[config.mk]
export PLATFORM = sky130hd
export DESIGN_NAME = fetch_unit
export DESIGN_NICKNAME = d
export VERILOG_FILES = /design/src/rtl/tta_pkg.sv /design/src/rtl/fetch_queue.sv /design/src/rtl/fetch_unit.sv
export SDC_FILE = /design/constraint.sdc
export NUM_CORES = 1
export LEC_CHECK = 0
export ABC_AREA = 1
export CAP_MARGIN = 20
export CELL_PAD_IN_SITES_DETAIL_PLACEMENT = 1
export CELL_PAD_IN_SITES_GLOBAL_PLACEMENT = 1
export CORE_ASPECT_RATIO = 0.8
export CORE_MARGIN = 4
export CORE_UTILIZATION = 38
export DETAILED_ROUTE_END_ITERATION = 16
export DONT_BUFFER_PORTS = 1
export GPL_TIMING_DRIVEN = 0
export PLACE_DENSITY = 0.8
export SYNTH_ARGS = -nofsm -noshare
export SYNTH_HDL_FRONTEND = slang
export SYNTH_SLANG_ARGS = --single-unit
[constraint.sdc]
create_clock -name clk -period 3 [get_ports clk]
set_input_delay 0.9 -clock clk [delete_from_list [all_inputs] [get_ports clk]]
set_output_delay 0.9 -clock clk [all_outputs]
set_load 0.01 [all_outputs]
[src/rtl/tta_pkg.sv]
// Shared constants and helpers for the fetch front end.
// PC arithmetic wraps at the instruction-memory size.
package tta_pkg;

    localparam int WORD_W = 24;
    localparam int IMEM_SIZE = 128;
    localparam logic [WORD_W-1:0] RESET_PC = 24'h0;
    localparam logic [WORD_W-1:0] HALT_WORD = 24'hFFFFFF;
    localparam logic [WORD_W-1:0] PC_MASK = WORD_W'(IMEM_SIZE - 1);

    function automatic logic [WORD_W-1:0] pc_wrap(
        input logic [WORD_W-1:0] pc
    );
        return pc & PC_MASK;
    endfunction

    function automatic logic [WORD_W-1:0] pc_inc(
        input logic [WORD_W-1:0] pc
    );
        return pc_wrap(pc + WORD_W'(1));
    endfunction

endpackage

[src/rtl/fetch_queue.sv]
// Small shift-style FIFO of {pc, word} pairs; slot 0 is the head.
// Head registers keep their last value when the queue empties.
module fetch_queue #(
    parameter int W = 24,
    parameter int DEPTH = 2,
    localparam int CW = $clog2(DEPTH + 1)
) (
    input  logic          clk,
    input  logic          rst_n,
    input  logic          push,
    input  logic          pop,
    input  logic          flush,
    input  logic [W-1:0]  din_pc,
    input  logic [W-1:0]  din_word,
    output logic [CW-1:0] count,
    output logic          head_valid,
    output logic [W-1:0]  head_pc,
    output logic [W-1:0]  head_word
);

    logic [W-1:0]  pc_q [DEPTH];
    logic [W-1:0]  pc_d [DEPTH];
    logic [W-1:0]  wd_q [DEPTH];
    logic [W-1:0]  wd_d [DEPTH];
    logic [CW-1:0] cnt_q;
    logic [CW-1:0] cnt_d;
    logic [CW-1:0] wr_idx;
    logic          vld_q;
    logic          vld_d;
    logic          do_pop;

    assign do_pop = pop & (cnt_q != '0);
    assign wr_idx = cnt_q - CW'(do_pop);

    always_comb begin
        pc_d  = pc_q;
        wd_d  = wd_q;
        cnt_d = cnt_q;
        if (flush) begin
            // Entries are left untouched so the head keeps its last value.
            cnt_d = '0;
        end else begin
            if (do_pop && cnt_q > CW'(1)) begin
                for (int i = 0; i < DEPTH - 1; i++) begin
                    pc_d[i] = pc_q[i+1];
                    wd_d[i] = wd_q[i+1];
                end
            end
            if (push) begin
                for (int i = 0; i < DEPTH; i++) begin
                    if (CW'(i) == wr_idx) begin
                        pc_d[i] = din_pc;
                        wd_d[i] = din_word;
                    end
                end
            end
            cnt_d = cnt_q - CW'(do_pop) + CW'(push);
        end
        vld_d = (cnt_d != '0);
    end

    always_ff @(posedge clk) begin
        if (!rst_n) begin
            for (int i = 0; i < DEPTH; i++) begin
                pc_q[i] <= '0;
                wd_q[i] <= '0;
            end
            cnt_q <= '0;
            vld_q <= 1'b0;
        end else begin
            pc_q  <= pc_d;
            wd_q  <= wd_d;
            cnt_q <= cnt_d;
            vld_q <= vld_d;
        end
    end

    assign count      = cnt_q;
    assign head_valid = vld_q;
    assign head_pc    = pc_q[0];
    assign head_word  = wd_q[0];

endmodule

[src/rtl/fetch_unit.sv]
// Fetch stage: PC register, imem capture, redirect and halt control.
// Push decisions use only registered state, so ready never reaches the PC.
module fetch_unit
    import tta_pkg::*;
#(
    parameter int DEPTH = 2
) (
    input  logic              clk,
    input  logic              rst_n,
    input  logic              run,
    output logic [WORD_W-1:0] imem_addr,
    input  logic [WORD_W-1:0] imem_data,
    output logic [WORD_W-1:0] instr,
    output logic [WORD_W-1:0] instr_pc,
    output logic              instr_valid,
    input  logic              instr_ready,
    input  logic              redir_valid,
    input  logic [WORD_W-1:0] redir_addr,
    output logic              halted
);

    localparam int CW = $clog2(DEPTH + 1);

    logic [WORD_W-1:0] pc_q;
    logic [WORD_W-1:0] pc_d;
    logic              halted_q;
    logic              halted_d;
    logic [CW-1:0]     count;
    logic              push;
    logic              pop;
    logic              is_halt;

    assign push = run & ~halted_q & ~redir_valid
                & (count < CW'(DEPTH));
    assign pop = instr_valid & instr_ready;
    assign is_halt = (imem_data == HALT_WORD);

    always_comb begin
        pc_d     = pc_q;
        halted_d = halted_q;
        if (redir_valid) begin
            pc_d     = pc_wrap(redir_addr);
            halted_d = 1'b0;
        end else if (push) begin
            // A captured halt word parks the PC on its own address.
            if (is_halt) begin
                halted_d = 1'b1;
            end else begin
                pc_d = pc_inc(pc_q);
            end
        end
    end

    always_ff @(posedge clk) begin
        if (!rst_n) begin
            pc_q     <= RESET_PC;
            halted_q <= 1'b0;
        end else begin
            pc_q     <= pc_d;
            halted_q <= halted_d;
        end
    end

    fetch_queue #(
        .W     (WORD_W),
        .DEPTH (DEPTH)
    ) u_queue (
        .clk        (clk),
        .rst_n      (rst_n),
        .push       (push),
        .pop        (pop),
        .flush      (redir_valid),
        .din_pc     (pc_q),
        .din_word   (imem_data),
        .count      (count),
        .head_valid (instr_valid),
        .head_pc    (instr_pc),
        .head_word  (instr)
    );

    assign imem_addr = pc_q;
    assign halted    = halted_q;

endmodule

# Yosys cells after proc, flatten, opt, wreduce, memory -nomap -nowiden
# Index checks and enable logic that the tools add are counted.
# classes
multipliers,0
magnitude_cmp,2
eq_ne,3
div,0
n_addsub,3
reduce_logical,9
mux,12
bitwise,8
shift,0
# ops
op,n
$mux W24,5
$mux W48,2
$mux W7,4
$eq A24 B24 Y1 const B,1
$add A7 B1 Y7 const B,1
$reduce_bool A2 Y1,3
$and A1 B1 Y1,5
$reduce_and A2 Y1,2
$not A1 Y1,3
$reduce_and A3 Y1,1
$add A2 B1 Y2,1
$eq A1 B2 Y1 const A,1
$gt A2 B1 Y1 const B,1
$logic_not A2 Y1,1
$lt A2 B2 Y1 const B,1
$mux W2,1
$ne A2 B2 Y1 const B,1
$reduce_or A2 Y1,1
$sub A2 B1 Y2,1
$logic_and A1 B1 Y1,1
# totals
romBits,0
ramBits,0
input_bits,53
reg_bits,90
memories,0
out_inout_bits,74
word_cells,45
latch_bits,0

# Longest topological paths before layout
# Gate-level depths: netlist (run 1).
# depth
depth_word,7
mapped_depth,11
mapped_depth_nobuf,10

# Modules after synthesis
# A second synthesis (run 1) with hierarchy kept.
# hier_totals
hier_cells,989
area_unflattened_um2,6427.4
# by_module_without_submodules
mod,cells_each,instances,area_per_inst_um2
fetch_queue,861,1,5601.6
fetch_unit,128,1,825.8

# Worst setup path after synthesis (run 1)
# Ideal clock, no wire load.
# synth_path
path_type,input -> register
startpoint,input instr_ready
endpoint,register u_queue.pc_q (netlist bit u_queue.head_pc[14])
t_required_ps,2884
path_slack_ps,783
path_buffers,2
arrival_time_ps,2101
cell_stages,9
path_cell_list,nand2_1 a21oi_2 ha_1 xnor2_2 nand3_2 a21oi_2 buf_6 buf_2 nor2_1
# synth_via
elab_chain_cells,6
# synth_rtl
element,line,rtl
start: declaration,fetch_unit.sv:16,"input logic instr_ready,"
$and A1 B1 Y1 (*),fetch_unit.sv:35,assign pop = instr_valid & instr_ready;
$and A1 B1 Y1 (*),fetch_queue.sv:32,assign do_pop = pop & (cnt_q != '0);
$sub A2 B1 Y2 / $logic_and A1 B1 Y1 (equally long branches),"fetch_queue.sv:33, fetch_queue.sv:43",
$logic_not A2 Y1 / $mux W24 (equally long branches),"fetch_queue.sv:51, fetch_queue.sv:43",
$mux W24,fetch_queue.sv:51,if (CW'(i) == wr_idx) begin
$mux W48 (*),fetch_queue.sv:49,if (push) begin
end signal: assignment,fetch_queue.sv:71,pc_q <= pc_d;
end: declaration,fetch_queue.sv:21,logic [W-1:0] pc_q [DEPTH];
# Every way passes the cells marked *; elsewhere a longest branch is shown, timed or not.
# A chain may end at the register's enable or synchronous reset.

# Worst setup path after layout (run 1)
# layout_path
startpoint,input instr_ready
endpoint,register u_queue.pc_q (netlist bit u_queue.head_pc[20])
# The elaborated chain is that of the path after synthesis.

==> impl_metrics.tcl, run 1 <==
set metrics [dict create \
    vdd_ir_drop_max_v 0.000318 \
    maxSlewViolCount 0 \
    netlist-cell-type-count 26 \
    p_clk_frac 0.427 \
    synth_compound_gate_area_share 0.118 \
    synth.mux.area_fraction 0.00226 \
    yosysWarnings 0 \
    power_frac_seq 0.465 \
    drt_iter0_markers 183 \
    final_design_area_no_fill_um2 4980 \
    die_w_um 129 \
    rsz0062_at_grt "no" \
    grt_overflow 0 \
    switching_power_mw 0.736 \
    async_flop_share 0 \
    synth_top_family_by_area "simple AND/OR/NAND/NOR gates" \
    num_vias 3975 \
    gr-usage-all-layers 0.193 \
    final.fill_count 1447 \
    synth-seq-cells 90 \
    initial_core_util 0.398 \
    tightest_slew_ns 0.549 \
    end_kind "flop" \
    p_leak_nw 2.12 \
    fmax_mhz 436 \
    finalCritPeriodShare 0.765 \
    postCtsResizedCells 0 \
    boundaryPins 127 \
    ys.flop_type "dfxtp_1" \
    cts_made_buffers 9 \
    htree_num_levels 3 \
    post_drt_via_cell_ratio 4.88 \
    holdCritPathClass "flop to flop" \
    utilization 0.447 \
    ctsHoldBuffers 0 \
    wirelength_um 12800 \
    netlist_area_um2 4430 \
    seq_area_frac_synth 0.406 \
    die_area_um2 13500 \
    setup_viol 0 \
    post_cts_buffers 0 \
    gp_congestion 0.843 \
    drcViolationCount 0 \
    grt_pass1_wl_um 21100 \
    maxCapViolations 0 \
    port_buffers 0 \
    worstPathMaxFanout 10 \
    grt_max_degree 17 \
    first_global_vias 4181 \
    finalCriticalPeriod_ns 2.30 \
    final_nets 721 \
    cp_data_arrival_time_ns 2.53 \
    cts.sinks 90 \
    yosys.area_share.simple 0.269 \
    timing.setup.tns_ns 0 \
    crit_type "input pin to flop" \
    cp.required_ns 3.24 \
    antenna_found_initial 0 \
    power_density_nw_per_um2 550 \
    avgSynthCellArea_um2 6.95 \
    post_dp_cell_area_um2 4670 \
    routedWlPerCell_um 15.8 \
    ctsRootBufferMaster "clkbuf_16" \
    p_int_mw 2.00 \
    relSlewSlack 0.634 \
    syn_to_final_growth_pct 12.2 \
    synth_adder_area_share 0.00847 \
    layout-drive-gt1-share 0.161 \
    antenna_left 0 \
    switching_share 0.269 \
    tritoncts "done" \
    core_um2 11100 \
    drt_pass1_iterations 4 \
    dp.final_hpwl_um 9390 \
    finalHoldViolations 0 \
    path_clk_slew_ns 0.07 \
    status "finished, final reports clean" \
    clockBufferDepth 2 \
    total_power_mw 2.74 \
    die_h_um 105 \
    synthXorXnorAreaFrac 0.00959 \
    pwr-share-comb 0.108 \
    row_count 34 \
    synth_cells 638 \
    worst_setup_path_start_kind "input pin" \
    synth_edf_count 0 \
    skew_ns 0.0104 \
    whs_ns 0.434 \
    antenna_cells 0 \
    clk_latency_ns 0.35 \
]
-- power by group through the flow --
stage	clock, mW	combinational (mW)	sequential [mW]
finish	1.17	0.297	1.27
global route	1.23	0.338	1.28
CTS	1.19	0.298	1.27
detailed placement	0	0.295	1.30
global placement	0	0.285	1.30
floorplan	0	0.237	1.29
-- Yosys cell counts (3+ instances only) --
master	n	area [um^2]
nand3_2	3	30.0
inv_1	41	154
buf_4	69	518
nand3_1	39	195
buf_1	7	26.3
ha_1	3	37.5
buf_2	7	35.0
clkbuf_1	15	56.3
o21ai_0	68	340
a21oi_1	33	165
nor2_1	117	439
dfxtp_1	90	1800
nor2_2	3	18.8
nand4_1	4	25.0
nand2_1	124	465
-- sequential cells by signal, indices dropped and copies added, names as in the netlist --
name / cells
u_queue.pc_q: 7
halted: 1
u_queue.wd_q: 24
u_queue.head_pc: 24
u_queue.head_word: 24
u_queue.count: 2
u_queue.head_valid: 1
imem_addr: 7
-- worst paths after layout --
kind,slack (ns),to,cells after the start,startpoint
hold / removal,0.43,u_queue.head_pc[11],2,u_queue.head_pc[11]
setup / recovery,0.70,u_queue.head_pc[20],9,instr_ready
setup reg to reg,0.73,u_queue.head_pc[20],9,u_queue.count[1]
hold reg to reg,0.43,u_queue.head_pc[11],2,u_queue.head_pc[11]
-- area by class of cell --
class | instances | area (um^2) | share of cell area
plain buffers | 101 | 663 | 0.133
clock inverters | 7 | 77.6 | 0.0156
multi-input cells | 420 | 1870 | 0.375
well taps | 144 | 180 | 0.0362
inverters | 43 | 161 | 0.0324
clock buffers | 9 | 225 | 0.0452
flip-flops and latches | 90 | 1800 | 0.362
-- metal layers --
layer | vias up | GRT usage | part of all wire
li1 | 1977 | - | -
met1 | 1893 | 0.249 | 0.46
met2 | 93 | 0.320 | 0.47
met3 | 12 | 0.0617 | 0.064
met4 | 0 | 0.0360 | 0.0089
met5 | - | 0 | 0
-- placed cells by master, fill, tap and decap left out, drive strengths merged --
cell      instances
a21oi            35
buf              85
bufinv            1
clkbuf           25
clkinvlp          4
conb             17
dfxtp            90
ha                3
inv              45
mux2i             1
nand2           125
nand3            42
nand4             4
nor2            121
o21ai            68
xnor2             2
xor2              2
-- worst max-delay path, cell delays in order --
cell and delay (ns):
nand2_1 0.08, a21oi_2 0.06, ha_1 0.21, xnor2_2 0.28, nand3_2 0.19, a21oi_2 0.34, buf_6 0.20, buf_2 0.21
nor2_1 0.06
-- stage by stage --
step | worst slack [ns] | instances
floorplan | 0.783 | 654
global placement | 0.415 | 798
detailed placement | 0.348 | 798
CTS | 0.693 | 814
global route | 0.579 | 814
finish | 0.704 | 814
-- cell families after synthesis --
group,Yosys count
muxes,1
AOI/OAI and AO/OA,103
other,1
adders and majority gates,3
and+or+nand+nor,292
xor gates and xnor gates,4
buffers and inverters,144
DFF,90
Power figures use the tool's default switching activity.
==> inputs of run 2 (changes only) <==
--- a/config.mk
+++ b/config.mk
@@ -15,7 +15,7 @@
 export DETAILED_ROUTE_END_ITERATION = 16
 export DONT_BUFFER_PORTS = 1
 export GPL_TIMING_DRIVEN = 0
-export PLACE_DENSITY = 0.8
+export PLACE_DENSITY = 0.82
 export SYNTH_ARGS = -nofsm -noshare
 export SYNTH_HDL_FRONTEND = slang
 export SYNTH_SLANG_ARGS = --single-unit
==> constraint.sdc (replaced) <==
create_clock -name clk -period 1.9 [get_ports clk]
set_input_delay 0.57 -clock clk [delete_from_list [all_inputs] [get_ports clk]]
set_output_delay 0.57 -clock clk [all_outputs]
set_load 0.01 [all_outputs]
==> run 2 against run 1 <==
  * Combinational power up 78%
  * Critical path depth up 3
  * Sequential power up 58%
  * Clock skew down 0.0020 ns
  * Critical endpoint is now u_queue.head_pc[1]
  * Largest power group unchanged
  * Die area unchanged
  * Clock-buffer cell count unchanged
  * Hold slack worse by 0.010 ns
==> impl_metrics.tcl, run 2 (same netlist as run 1, synthesis figures left out) <==
set metrics [dict create \
    antenna_left 0 \
    cts.sinks 90 \
    power_density_nw_per_um2 809 \
    critPathCapture "u_queue.head_pc[1]" \
    grt_overflow 0 \
    die_w_um 129 \
    dp.final_hpwl_um 9580 \
    hold_start "imem_data[8]" \
    worstPathMaxFanout 7 \
    ctsRootBufferMaster "clkbuf_16" \
    antenna_found_initial 0 \
    worst_setup_path_start_kind "flop" \
    routedWlPerCell_um 16.5 \
    drt_pass1_iterations 4 \
    boundaryPins 127 \
    post_drt_via_cell_ratio 4.89 \
    utilization 0.469 \
    drcViolationCount 0 \
    path_clk_slew_ns 0.07 \
    ctsHoldBuffers 0 \
    finalHoldViolations 0 \
    critPathLaunch "u_queue.head_valid" \
    rr_endpoint "u_queue.head_pc[1]" \
    die_area_um2 13500 \
    gp_congestion 0.838 \
    relSlewSlack 0.617 \
    dp_cells 798 \
    finalCritPeriodShare 0.955 \
    status "finished, final reports clean" \
    most-common-layout-cells "nand2_1 (115), nor2_1 (115), dfxtp_1 (86)" \
    cp_data_arrival_time_ns 2.10 \
    setup_viol 0 \
    gr-usage-all-layers 0.205 \
    finalCriticalPeriod_ns 1.81 \
    end_kind "flop" \
    timing.setup.tns_ns 0 \
    wirelength_um 13600 \
    maxSlewViolCount 0 \
    vdd_ir_drop_max_v 0.000608 \
    r2r_setup_slack_ns 0.09 \
    grt_pass1_wl_um 22200 \
    crit_type "flop to flop" \
    first_global_vias 4349 \
    die_h_um 105 \
    post_dp_cell_area_um2 4670 \
    dp_slack_ns -0.422 \
    ff2ff_path_depth 12 \
    rsz0062_at_grt "yes" \
    layout-drive-gt1-share 0.209 \
    cp.required_ns 2.18 \
    port_buffers 0 \
    setup_ws_ns 0.0857 \
    holdCritPathClass "input pin to flop" \
    fmax_mhz 551 \
    skew_ns 0.00849 \
    stdcell_count 824 \
    grt_max_degree 17 \
    core_um2 11100 \
    num_vias 4033 \
    row_count 34 \
    whs_ns 0.424 \
    total_power_mw 4.23 \
    initial_core_util 0.398 \
    tightest_slew_ns 0.575 \
    clockBufferDepth 2 \
    p_leak_nw 2.22 \
    syn_to_final_growth_pct 17.8 \
    cts_made_buffers 9 \
    clk_latency_ns 0.35 \
    drt_iter0_markers 157 \
    final.fill_count 1404 \
    antenna_cells 0 \
    htree_num_levels 3 \
    tritoncts "done" \
    reg2reg_from "u_queue.head_valid" \
    final_design_area_no_fill_um2 5220 \
    maxCapViolations 0 \
    final_nets 731 \
]
[run 2: critical path: stages (launching register included)]
cell	delay, ns
dfxtp_4	0.38
nand2_4	0.07
a21oi_4	0.15
ha_4	0.18
xnor2_4	0.16
nand2_2	0.10
nor2_4	0.12
buf_12	0.15
buf_8	0.13
nand2_2	0.05
nand3_1	0.08
nand2_1	0.07
nor2_2	0.11
[run 2: area by class of cell]
class,instances,area (um^2),share of cell area
Buffer,101,699,0.134
Clock inverter,7,55.1,0.0105
Timing Repair Buffer,10,108,0.0206
Sequential cell,90,1810,0.347
Inverter,43,161,0.0309
Tap cell,144,180,0.0345
Multi-Input combinational cell,420,1980,0.379
Clock buffer,9,225,0.0431
[run 2: repair_timing]
item,4_1_cts,5_1_grt
gates cloned,2,1
pin swaps,8,11
gates resized for setup,23,31
setup endpoints to repair,78,63
setup buffers,5,2
[run 2: where the power goes]
group | internal, mW | switching, mW
logic | 0.215 | 0.315
clock network | 0.895 | 0.793
registers | 1.95 | 0.0623
total | 3.06 | 1.17
[run 2: per-layer routing]
| layer | part of all wire | vias to the layer above | global-route usage |
|---|---|---|---|
| li1 | - | 2006 | - |
| met1 | 0.42 | 1899 | 0.249 |
| met2 | 0.48 | 103 | 0.346 |
| met3 | 0.070 | 25 | 0.0612 |
| met4 | 0.025 | 0 | 0.0652 |
| met5 | 0 | - | 0 |
[run 2: worst min-delay path by stage]
stage                     endpoint  slack (ns)  cells after the start
2_1_floorplan  u_queue.head_pc[10]        0.42                      2
3_3_place_gp   u_queue.head_pc[16]        0.42                      2
3_5_place_dp   u_queue.head_pc[21]        0.43                      2
4_1_cts            u_queue.wd_q[7]        0.41                      2
5_1_grt           u_queue.wd_q[22]        0.44                      2
6_report           u_queue.wd_q[8]        0.42                      2
